[src/rtl/cond_code_unit.sv]
// Condition-code flag register plus branch-condition evaluator; one cycle from request to cnd/cnd_valid.
// stall freezes every register; exc_kill only suppresses the flag write.
module cond_code_unit #(
    parameter int SIZE = 64
) (
    input  logic            clk,
    input  logic            rst,
    input  logic            alu_valid,
    input  logic [SIZE-1:0] alu_y,
    input  logic            alu_error,
    input  logic            alu_carry,
    input  logic            set_cc,
    input  logic            stall,
    input  logic            exc_kill,
    input  logic            cond_req,
    input  logic [3:0]      ifun,
    output logic            zf,
    output logic            sf,
    output logic            of,
    output logic            cf,
    output logic            cnd,
    output logic            cnd_valid,
    output logic            cc_err
);

    logic r_zf, r_sf, r_of, r_cf;
    logic r_cnd, r_cnd_valid, r_cc_err;

    logic w_cc_we;
    logic w_lt;
    logic w_cnd;
    logic w_illegal;

    assign w_cc_we = alu_valid & set_cc & ~stall & ~exc_kill;
    assign w_lt    = r_sf ^ r_of;

    // Evaluation always reads the registered flags, so a same-cycle write is not bypassed.
    always_comb begin
        w_cnd     = 1'b0;
        w_illegal = 1'b0;
        case (ifun)
            4'd0:    w_cnd = 1'b1;
            4'd1:    w_cnd = w_lt | r_zf;
            4'd2:    w_cnd = w_lt;
            4'd3:    w_cnd = r_zf;
            4'd4:    w_cnd = ~r_zf;
            4'd5:    w_cnd = ~w_lt;
            4'd6:    w_cnd = ~w_lt & ~r_zf;
            default: w_illegal = 1'b1;
        endcase
    end

    always_ff @(posedge clk) begin
        if (rst) begin
            r_zf        <= 1'b1;
            r_sf        <= 1'b0;
            r_of        <= 1'b0;
            r_cf        <= 1'b0;
            r_cnd       <= 1'b0;
            r_cnd_valid <= 1'b0;
            r_cc_err    <= 1'b0;
        end else if (!stall) begin
            if (w_cc_we) begin
                r_zf <= (alu_y == '0);
                r_sf <= alu_y[SIZE-1];
                r_of <= alu_error;
                r_cf <= alu_carry;
            end
            r_cnd_valid <= cond_req;
            if (cond_req) begin
                r_cnd    <= w_cnd;
                r_cc_err <= w_illegal;
            end else begin
                r_cc_err <= 1'b0;
            end
        end
    end

    assign zf        = r_zf;
    assign sf        = r_sf;
    assign of        = r_of;
    assign cf        = r_cf;
    assign cnd       = r_cnd;
    assign cnd_valid = r_cnd_valid;
    assign cc_err    = r_cc_err;

endmodule

[config.mk]
export PLATFORM = sky130hd
export DESIGN_NAME = cond_code_unit
export DESIGN_NICKNAME = d
export VERILOG_FILES = /design/src/rtl/cond_code_unit.sv
export SDC_FILE = /design/constraint.sdc
export NUM_CORES = 1
export LEC_CHECK = 0
export CORE_AREA = 2 2 57 46
export CTS_CLUSTER_SIZE = 20
export DETAILED_ROUTE_END_ITERATION = 7
export DIE_AREA = 0 0 59 48
export PLACE_DENSITY = 0.87
export SYNTH_ARGS = -nofsm -noshare
export SYNTH_HDL_FRONTEND = slang
export SYNTH_SLANG_ARGS = --single-unit
export TNS_END_PERCENT = 30
[constraint.sdc]
create_clock -name clk -period 2 [get_ports clk]
set_input_delay 0.4 -clock clk [delete_from_list [all_inputs] [get_ports clk]]
set_output_delay 0.4 -clock clk [all_outputs]
set_load 0.03 [all_outputs]
==> out/qor.txt <==
min-delay worst type = register to register
Inserted Diodes = 0
maximum VDD drop = 0.000165 V
Yosys warnings = 0
setup_tns = 0 ns
Seq cells post-synth = 7
postcts setup bufs = 0
Top Family by Delay on Critical Path = buffers and inverters
Sink Count = 7
top routing layer used = met4
setup slack, reg-to-reg = 0.65 ns
sequential fraction of the synthesis area = 29.6%
Final Skew = 0.00263 ns
H-Tree Level Count = 1
Critical Path Slowest Stage Cell = clkdlybuf4s50_1
die extent in y = 48 microns
initial antenna violation count = 0
antenna-violating nets left = 0
largest net degree at the start of global routing = 8
final wirelength = 2540 microns
Die ar. = 2830 sq um
Syn Inst Count = 61
Root Driver = clkbuf_4
worst path required time = 1.60 ns
hpwl dp = 2380 microns
net count after synthesis = 138
Final period util = 86.6%
met2 wire len = 1380 microns
final setup vio count = 0
mapped cell area = 474 sq um
setup slack after placement = 0.0338 ns
Hold-fix buffers, CTS = 0
largest cells by area after synthesis = dfxtp_1, nor4_1, nor4_2
Overflow after GRT = 0
I/O Pins = 84
Area growth, synth to finish = 187%
Port-buffer cells = 83
Crit. path cell count = 1
nets@finish = 226
top cell type's share of synthesized area = 29.6%
Synth cell types = 20
hold path cells = 2
crit path launch type = register
layout cells sized above 1 = 4.73%
Slew @ Worst Pin = 0.337 ns
Setup CP Type = register to output pin
cts repair resizes = 0
routed len/inst = 14.7 microns
crit-path max FO = 4
max-cap violations = 0
first-pass GRT wire length = 3940 microns
DRC = 0
Rows = 15
fmax = 577 MHz
Fin Hold WS = 0.461 ns
Num CTS Buffers = 3
DRT Pass-1 Iters = 4
Worst Reg-to-Reg Cells = 4
Non-Filler Instances = 173
Hold Violations, Final = 0
DR iter-0 viols = 11
CTS tree = yes
RSZ-0062 raised after global routing = false
mean area per synthesized cell = 7.77 sq um
initial cell density of the core = 21.4%
Critical path buffers and inverters = 1
LEAKAGE = 0.460 nW
clock-pin slew on the worst setup and hold paths = 0.06 ns
Max-slew headroom = 77.4%
Data arrival, critical path = 1.33 ns
Worst setup EP type = output pin
area leader, netlist = dfxtp_1
core footprint = 2210 sq um
met3 routed WL = 213 microns
post-DR vias/cell = 4.86
Placer Congestion = 0.811
Placed Instances = 169
detailed-route via count = 840
status = completed
worst-skew pair later-pin latency = 0.24 ns
Die X = 59 microns
vias in the first global route = 937
pwr/cell area = 355 nW/um^2
clk buf depth = 2
wl on met1 = 919 microns
Tot GR Track Use = 19.1%
Final WS setup = 0.268 ns
Period minus WS final = 1.73 ns
Max Slew Vio Count = 0
max incr delay on CP = 0.69 ns
overall power = 0.484 mW
sequence of cells on the critical path = clkdlybuf4s50_1
## path summary, 6_finish.rpt
kind,startpoint,end
worst max register to register,of,cnd
worst min register to register,cc_err,cc_err
worst max-delay path,zf,zf
worst min-delay path,cc_err,cc_err
## synth_stat cells
cell type  instances
a21oi_1            5
or4_1              1
nor2_1             5
nor2b_1            1
a311oi_1           2
nand2_1            6
o31ai_1            1
nor3_1             1
nand4_1            3
inv_1              4
o21ai_0            2
and4bb_1           1
nand3_1            2
nor4_2             4
xnor2_1            1
mux2i_1            1
dfxtp_1            7
nor4_1            12
a211o_1            1
o21ai_1            1
## report_power, final
group | switching [mW] | internal, mW
Clock | 0.0537 | 0.0763
Sequential | 0.00363 | 0.145
Combinational | 0.0556 | 0.150
Total | 0.113 | 0.371
## through the flow
| step | instance area, sq um | utilization [%] |
|---|---|---|
| floorplan | 474 | - |
| global placement | 1340 | 60.3 |
| detailed placement | 1340 | 60.3 |
| CTS | 1360 | 61.5 |
| global route | 1360 | 61.5 |
| finish | 1360 | 61.5 |
## area by class of cell
type | count | area (sq um)
fillers | 186 | 852
repair buffers | 83 | 831
multi-input cells | 50 | 319
flip-flops and latches | 7 | 140
well taps | 25 | 31.3
clock buffers | 4 | 26.3
inverters | 4 | 15.0
## cell families (layout without fill, tap and decap cells)
group | Yosys count | in the layout | share of synthesized area, %
AO/OA/AOI/OAI | 12 | 12 | 15.6
XOR/XNOR | 1 | 1 | 1.85
buffers and inverters | 4 | 91 | 3.17
flip-flops | 7 | 7 | 29.6
multiplexers | 1 | 1 | 2.11
AND/OR/NAND/NOR | 36 | 36 | 47.8
## sequential cells by signal (all words and copies together) (netlist names)
register,count
cf,1
of,1
sf,1
cnd,1
zf,1
cnd_valid,1
cc_err,1
## per-layer routing
layer / global-route usage, % / vias to the layer above
met5: 0 / -
met4: 5.45 / 0
met3: 6.49 / 4
met2: 39.8 / 44
met1: 18.3 / 374
li1: - / 418
## cells in the final DEF, fill, tap and decap left out
master           count
nand2_1              6
nor2_1               5
o31ai_1              1
o21ai_1              1
and4bb_1             1
xnor2_1              1
mux2i_1              1
nand4_1              3
clkbuf_4             3
nor2b_1              1
nor3_1               1
nand3_1              2
nor4_2               4
dfxtp_1              7
clkbuf_1             1
a211o_1              1
a311oi_1             2
o21ai_0              2
clkdlybuf4s50_1     83
inv_1                4
a21oi_1              5
or4_1                1
nor4_1              12
Power figures use the tool's default switching activity.
